$ cat src/rtl/wb_stage_pkg.sv
// Shared definitions for the writeback stage: load-extend and write-data select
// codes, reset constants, the MEM/WB register layout and the load extender.
package wb_stage_pkg;

   localparam int          NREG_DEF     = 32;
   localparam logic [31:0] RESET_PC_DEF = 32'h0000_3000;

   typedef enum logic [2:0] {
      DM_LW  = 3'b000,
      DM_LB  = 3'b001,
      DM_LBU = 3'b010,
      DM_LH  = 3'b011,
      DM_LHU = 3'b100
   } dm_op_e;

   typedef enum logic [1:0] {
      WD_ALU = 2'b00,
      WD_MEM = 2'b01,
      WD_PC8 = 2'b10
   } wd_sel_e;

   typedef struct packed {
      logic [31:0] instr;
      logic [31:0] pc;
      logic [4:0]  a3;
      logic [31:0] aluout;
      logic [31:0] dmrd;
      logic        change;
   } mw_reg_t;

   // Halfword select uses only offset[1]; misaligned halfwords never reach W.
   function automatic logic [31:0] load_extend(input logic [2:0]  mode,
                                               input logic [1:0]  offset,
                                               input logic [31:0] word);
      logic [7:0]  byte_sel;
      logic [15:0] half_sel;
      byte_sel = word[8*offset +: 8];
      half_sel = offset[1] ? word[31:16] : word[15:0];
      case (dm_op_e'(mode))
         DM_LB:   return {{24{byte_sel[7]}}, byte_sel};
         DM_LBU:  return {24'h0, byte_sel};
         DM_LH:   return {{16{half_sel[15]}}, half_sel};
         DM_LHU:  return {16'h0, half_sel};
         default: return word;
      endcase
   endfunction

endpackage

$ cat src/rtl/wb_stage_grf.sv
// 32x32 general purpose register file: one write port, two read ports that
// bypass the in-flight write so a same-cycle read sees the new value.
module wb_stage_grf
   import wb_stage_pkg::*;
#(
   parameter int NREG = NREG_DEF
) (
   input  logic        clk,
   input  logic        reset,
   input  logic        we,
   input  logic [4:0]  wa,
   input  logic [31:0] wd,
   input  logic [4:0]  ra1,
   input  logic [4:0]  ra2,
   output logic [31:0] rd1,
   output logic [31:0] rd2
);

   logic [31:0] regs [NREG];

   // NOTE: the whole array is cleared by reset because the pipeline depends on
   // every GPR reading zero after reset; this costs a reset on each flop.
   always_ff @(posedge clk or posedge reset) begin
      if (reset) begin
         for (int i = 0; i < NREG; i++) regs[i] <= '0;
      end else if (we && wa != 5'd0) begin
         // NOTE: non-blocking so every read in this cycle sees pre-edge state.
         regs[wa] <= wd;
      end
   end

   // NOTE: each output is assigned on every path, so no latch is inferred.
   always_comb begin
      if (ra1 == 5'd0)                rd1 = '0;
      else if (we && ra1 == wa)       rd1 = wd;
      else                            rd1 = regs[ra1];
      if (ra2 == 5'd0)                rd2 = '0;
      else if (we && ra2 == wa)       rd2 = wd;
      else                            rd2 = regs[ra2];
   end

endmodule

$ cat src/rtl/wb_stage.sv
// Writeback stage: MEM/WB pipeline register, load extension, write-data select
// and the GPR file, plus the W-stage forwarding sources.
module wb_stage
   import wb_stage_pkg::*;
#(
   parameter int          NREG     = NREG_DEF,
   parameter logic [31:0] RESET_PC = RESET_PC_DEF
) (
   input  logic        clk,
   input  logic        reset,
   input  logic [31:0] instrM,
   input  logic [31:0] pcM,
   input  logic [4:0]  a3M,
   input  logic [31:0] aluoutM,
   input  logic [31:0] dmrdM,
   input  logic        changeM,
   input  logic        flushM,
   input  logic        regwrite,
   input  logic [1:0]  wdctr,
   input  logic [2:0]  dmoctr,
   output logic [31:0] instrW,
   output logic        changeW,
   output logic [4:0]  a3W,
   output logic [31:0] wdW,
   input  logic [4:0]  ra1,
   input  logic [4:0]  ra2,
   output logic [31:0] rd1,
   output logic [31:0] rd2
);

   mw_reg_t     w_q;
   logic [31:0] load_data;
   logic        we;

   // A flushed slot keeps its PC but carries no instruction and no destination.
   always_ff @(posedge clk or posedge reset) begin
      if (reset) begin
         w_q <= '{instr: '0, pc: RESET_PC, a3: '0, aluout: '0, dmrd: '0, change: 1'b0};
      end else if (flushM) begin
         w_q <= '{instr: '0, pc: pcM, a3: '0, aluout: '0, dmrd: '0, change: 1'b0};
      end else begin
         w_q <= '{instr: instrM, pc: pcM, a3: a3M, aluout: aluoutM,
                  dmrd: dmrdM, change: changeM};
      end
   end

   assign load_data = load_extend(dmoctr, w_q.aluout[1:0], w_q.dmrd);

   always_comb begin
      case (wd_sel_e'(wdctr))
         WD_MEM:  wdW = load_data;
         WD_PC8:  wdW = w_q.pc + 32'd8;
         default: wdW = w_q.aluout;
      endcase
   end

   // Conditional link/move writes arrive already folded into regwrite.
   assign we      = regwrite && (w_q.a3 != 5'd0);
   assign a3W     = we ? w_q.a3 : 5'd0;
   assign instrW  = w_q.instr;
   assign changeW = w_q.change;

   wb_stage_grf #(
      .NREG (NREG)
   ) u_grf (
      .clk   (clk),
      .reset (reset),
      .we    (we),
      .wa    (w_q.a3),
      .wd    (wdW),
      .ra1   (ra1),
      .ra2   (ra2),
      .rd1   (rd1),
      .rd2   (rd2)
   );

endmodule

$ cat config.mk
export PLATFORM = sky130hd
export DESIGN_NAME = wb_stage
export DESIGN_NICKNAME = d
export VERILOG_FILES = /design/src/rtl/wb_stage_pkg.sv /design/src/rtl/wb_stage_grf.sv /design/src/rtl/wb_stage.sv
export SDC_FILE = /design/constraint.sdc
export NUM_CORES = 2
export LEC_CHECK = 0
export CAP_MARGIN = 25
export CORE_UTILIZATION = 55
export DETAILED_ROUTE_END_ITERATION = 6
export HOLD_SLACK_MARGIN = 0.1
export PLACE_DENSITY = 0.82
export RECOVER_POWER = 100
export SLEW_MARGIN = 5
export SYNTH_ARGS = -nofsm -noshare
export SYNTH_HDL_FRONTEND = slang
export SYNTH_SLANG_ARGS = --single-unit
$ cat constraint.sdc
create_clock -name clk -period 75.1 [get_ports clk]
set_clock_uncertainty 0.1 [all_clocks]
set_input_delay 11.265 -clock clk [delete_from_list [all_inputs] [get_ports clk]]
set_output_delay 11.265 -clock clk [all_outputs]
set_load 0.03 [all_outputs]
======== After elaboration in Yosys (flattened, before gate mapping) ========
Index checks and enable logic that the tools add are counted.
cells by class
  add/sub/neg operators ................... 1
  $lt $le $gt $ge ......................... 4
  eq/ne operators ......................... 8
  shifts and indexed selects .............. 1
  multiplexer cells ....................... 18
  bitwise logic cells ..................... 3
  reductions and logical operators ........ 8
operators with widths
  operator                                                                      count
  1024-bit bitwise mux                                                          1
  32-bit binary-select mux with 5-bit select                                    2
  32-bit two-way mux                                                            9
  32-bit demux with 5-bit select                                                1
  134-bit two-way mux                                                           1
  32-bit case mux with 4 select lines                                           1
  32-bit case mux with 2 select lines                                           1
  32-bit by 4-bit adder with 32-bit output, second input constant               1
  32-bit by 6-bit variable part select with 8-bit output                        1
  6-bit >= comparator, second input constant                                    3
  5-bit inverter with 6-bit output                                              3
  16-bit two-way mux                                                            1
  5-bit == test                                                                 2
  5-bit zero test                                                               2
  3-bit by 2-bit == test with 1-bit output, second input constant               2
  6-bit by 1-bit less-than comparator with 1-bit output, second input constant  1
  1-bit logical AND                                                             5
  5-bit two-way mux                                                             1
  5-bit nonzero test                                                            1
  3-bit by 1-bit == test with 1-bit output, second input constant               1
  3-bit == test, second input constant                                          1
  2-bit by 1-bit == test with 1-bit output, second input constant               1
  2-bit == test, second input constant                                          1
storage, ports and cells
  flip-flop bits (word level) ............. 1158
  input bits .............................. 153
  output and inout port bits .............. 134
  word-level logic and storage cells ...... 81

======== Depth between registers and ports, before layout ========
  depth after elaboration ................. 6
  gate-level depth with buffers ........... 11
  gate-level depth less buffers ........... 7

======== Hierarchy ========
A second synthesis with hierarchy kept.
second synthesis, totals
  cell total of the unflattened synthesis .. 4295
  area, all modules ....................... 60850.9 µm²
by module, submodules not included
  module        times used  cells each  area each (µm²)  sequential area each (µm²)
  wb_stage_grf  1           3746        54690.0          25624.6
  wb_stage      1           549         6160.9           3355.7

======== Worst setup path after synthesis ========
No wires, ideal clock.
  kind .................................... input to output
  start ................................... in ra1[0]
  end ..................................... out rd1[19]
  data arrival time ....................... 13.637 ns
  required time ........................... 63.735 ns
  setup slack ............................. 50.098 ns
  cell stages on the path ................. 9
  path buffers ............................ 5
  cells stage by stage .................... buf_2 -> buf_4 -> buf_2 -> xnor2_1 -> and4_1 -> clkbuf_1 -> buf_1 -> a211oi_1 -> a211oi_1
on the way
  longest elaborated chain between the ends .. 6
  elaborated cells between the ends (all ways) .. 9
  classes of those cells .................. eq/ne: 1; mux: 5; bitwise: 1; reduce/logical: 2
ends and longest elaborated chain
  what                                                    RTL line            source
  start, declared                                         wb_stage.sv:25      input logic [4:0] ra1,
  5-bit inverter with 6-bit output (not written as such)  wb_stage_grf.sv:36  else rd1 = regs[ra1];
  32-bit binary-select mux with 5-bit select              wb_stage_grf.sv:36
  32-bit two-way mux (not written as such) (2 in a row)   wb_stage_grf.sv:36
  32-bit two-way mux                                      wb_stage_grf.sv:35  else if (we && ra1 == wa) rd1 = wd;
  32-bit two-way mux *                                    wb_stage_grf.sv:34  if (ra1 == 5'd0) rd1 = '0;
  end, declared                                           wb_stage.sv:27      output logic [31:0] rd1,
Mark *: on every way between the ends. The rest lies on a longest branch, timed or not. The select of a mux whose other input is x is not followed.

======== Worst setup path after layout ========
  start ................................... in wdctr[0]
  end ..................................... out rd1[26]
on the way
  longest elaborated chain between the ends .. 4
  elaborated cells between the ends (all ways) .. 5
  classes of those cells .................. eq/ne: 2; mux: 3
ends and longest elaborated chain
  what                                                                       RTL line            source
  start, declared                                                            wb_stage.sv:19      input logic [1:0] wdctr,
  2-bit == test or 2-bit by 1-bit == test with 1-bit output (tied branches)  wb_stage.sv:50      case (wd_sel_e'(wdctr))
  32-bit case mux with 2 select lines *                                      wb_stage.sv:50
  32-bit two-way mux *                                                       wb_stage_grf.sv:35
  32-bit two-way mux *                                                       wb_stage_grf.sv:34
Mark *: on every way between the ends. The rest lies on a longest branch, timed or not.

==> out/qor.yml <==
status: "finished with violations"
violations: "max-capacitance violations, max-slew violations"
path_cells: "dlygate4sd3_1 > inv_1 > ha_2 > clkbuf_1 > nor2b_1 > clkbuf_1 > a221oi_1 > clkbuf_1 > a211oi_1 > dlygate4sd3_1"
crit_buf_inv: 6
syn_to_final_growth_pct: 12.5
holdPathStages: 0
dp.cells: 6529
layout_min_cycle_time_ps: 30000
fin_cells: 6760
r2r_cells: 8
synth_top_area_share_pct: 48.8
timing.rr.end: "u_grf.regs[636]"
cts_root_buf: "clkbuf_16"
final-setup-viol-count: 0
clockBufferDepth: 3
max_slew.worst_pin.slew_ps: 8980
cpMostUsedCell: "clkbuf_1"
synth_area_leader_cell: "dfrtp_1"
gp_congestion: 0.989
slowest_stage: "clkbuf_1"
synth_edf_count: 0
cp.depth: 10
grt_pass1_wl_um: 287000
slew_violations: 2302
syn-num-nets: 5451
post-route-period-util_pct: 39.9
clock.fmax_mhz: 33.3
core_area_um2: 107000
route.detailed.drc: 0
antenna_left: 0
ys_seq_area_share_pct: 48.9
clock_latency_ps: 720
grt_start_max_net_pins: 174
cpPeakStageDelay_ps: 1650
first_pass_iters: 7
initial_core_util_pct: 55.4
dr_total_vias: 47300
rows: 120
drtIter0Drc: 6689
cts_buffers: 118
path_clk_slew_ps: 60
ys_top_cells_by_area: "dfrtp_1, mux4_2, o21ai_0, nand2_1, clkbuf_1"
async_flop_share_pct: 100
place_ws_ps: 47420
required_ps: 63730
crit_type: "in2out"
io_pins: 287
crit_fanout: 40
clock_power_share_pct: 39.6
sw_frac_of_total_pct: 27.6
avgSynthCellArea_um2: 11.2
power.internal_uw: 1180
critPathTopFamily: "buffers and inverters"
min_from: "u_grf.regs[1018]"
power.switching_uw: 451
ys_types: 68
combPwrFrac_pct: 15.6
maxUsedRoutingLayer: "met5"
synth_cells: 5295
place_area_um2: 62700
seqPwrFrac_pct: 44.7
netlist_area_um2: 59200
cts_tree: "done"
peakVddDrop_uv: 19.2
port_buffers: 286
drt-met1-wl_um: 64300
r2r-start: "w_q[34]"
cts_resized: 0
ys_ff_latch: 1158
cts_sinks: 1158
die_x_um: 330
p_leak_uw: 0.0283
die_h_um: 330
cp.arrival_ps: 18630
layout-drive-gt1-share_pct: 17.8
yosys_warnings: 0
slew_headroom_pct: -499
post-cts-setup-buffer-count: 0
wl_per_cell_um: 28.3
dr_wl_met2_um: 86000
hold_violations: 0
cts_hold_buffers: 0
finalSetupTns_ps: 0
finalInstanceArea_um2: 66600
wl_met3_um: 27000
start_kind: "input port"
cts_max_level: 3
totalWireLength_um: 191000
r2r_slack_ps: 70760
worstSetupEndpointType: "primary output"
nNetsFinal: 5412
antenna_found_initial: 8
hold_class: "reg2reg"
grt_usage_pct: 35.3
power_density_nw_per_um2: 24.5
grt_pass1_vias: 47500
dpl.hpwl_um: 115000
via_per_inst: 6.99
overflow: 0
ys.flop_type: "dfrtp_1"
finalPower_uw: 1630
finalWorstSetupSlack_ps: 45100
cap_violations: 48
dieArea_um2: 109000
hold_path_end: "u_grf.regs[1018]"
rsz0062_at_grt: "no"
-- worst max-delay path by stage --
stage / startpoint / endpoint / slack [ps]
after global placement: ra2[1] / rd2[26] / 47020
after detailed placement: ra1[0] / rd1[2] / 47420
final: wdctr[0] / rd1[26] / 45100
after global routing: reset / u_grf.regs[284] / 42940
after floorplan: reset / changeW / 31120
after CTS: ra2[1] / rd2[24] / 47400
-- cell usage in the layout (no fill, tap or decap), types with 55 or more instances in the layout --
cell type and n:
dfrtp_1 1156, nand2_1 967, o21ai_0 918, mux4_2 519, nor2_1 176, dlygate4sd3_1 168, a21oi_1 124, clkbuf_16 119
nor2b_1 114, mux2i_1 111, clkdlybuf4s50_1 107, mux2_2 80, buf_4 79, clkbuf_1 76, a211oi_1 66, o22ai_1 55
-- per-layer routing --
layer,track usage [%],vias up
met1,44.4,23300
met2,52.9,3942
li1,-,19000
met3,11.7,982
met4,21.8,14
met5,0.609,-
-- through the flow --
stage	hold slack (ps)	util, %
CTS	297	62.6
detailed placement	282	58.6
global route	307	62.3
global placement	278	58.6
finish	295	62.3
floorplan	341	-
-- cell families after synthesis --
kind of cell | synth area share (%)
fa+ha+maj | 0.0634
flops | 48.9
compound gates | 12.5
mux | 23.2
xor+xnor | 0.547
simple gates | 10.2
buf+inv | 4.62
-- layout make-up --
cell class / instances / area (um^2)
Antenna cell: 2 / 5.00
Clock buffer: 164 / 3410
Clock inverter: 55 / 882
Fill cell: 7832 / 40300
Inverter: 47 / 180
Multi-Input combinational cell: 3508 / 27700
Sequential cell: 1158 / 29000
Tap cell: 1403 / 1760
Timing Repair Buffer: 423 / 3720
-- power by group through the flow --
stage | clock network, uW | registers, uW | logic, uW
after floorplan | 0 | 722 | 181
after global placement | 0 | 731 | 246
after detailed placement | 0 | 736 | 254
after CTS | 649 | 727 | 257
after global routing | 673 | 735 | 273
final | 647 | 731 | 255
-- synth_stat cells, drive strengths merged (7+ instances only) --
library cell  instances
xnor2                18
a31oi                 9
inv                  44
a211oi               68
and3                  9
dfrtp              1156
nand3                42
o21ai               921
nor2                179
and2                 18
nand2b               17
clkbuf              391
o22ai                55
buf                 191
o211ai                9
a21oi               124
mux2                 82
or2                  11
nand4                 7
nor2b               114
o221ai               11
a221oi               31
nor3                 26
xor2                 19
nand2               994
a22oi                26
a2111oi               7
mux2i               111
a32oi                20
mux4                519
-- registers in the layout, summed over array words and instances, names as in the netlist --
name / count
changeW: 1
instrW: 32
u_grf.regs: 1024
w_q: 101
Power figures use the tool's default switching activity.
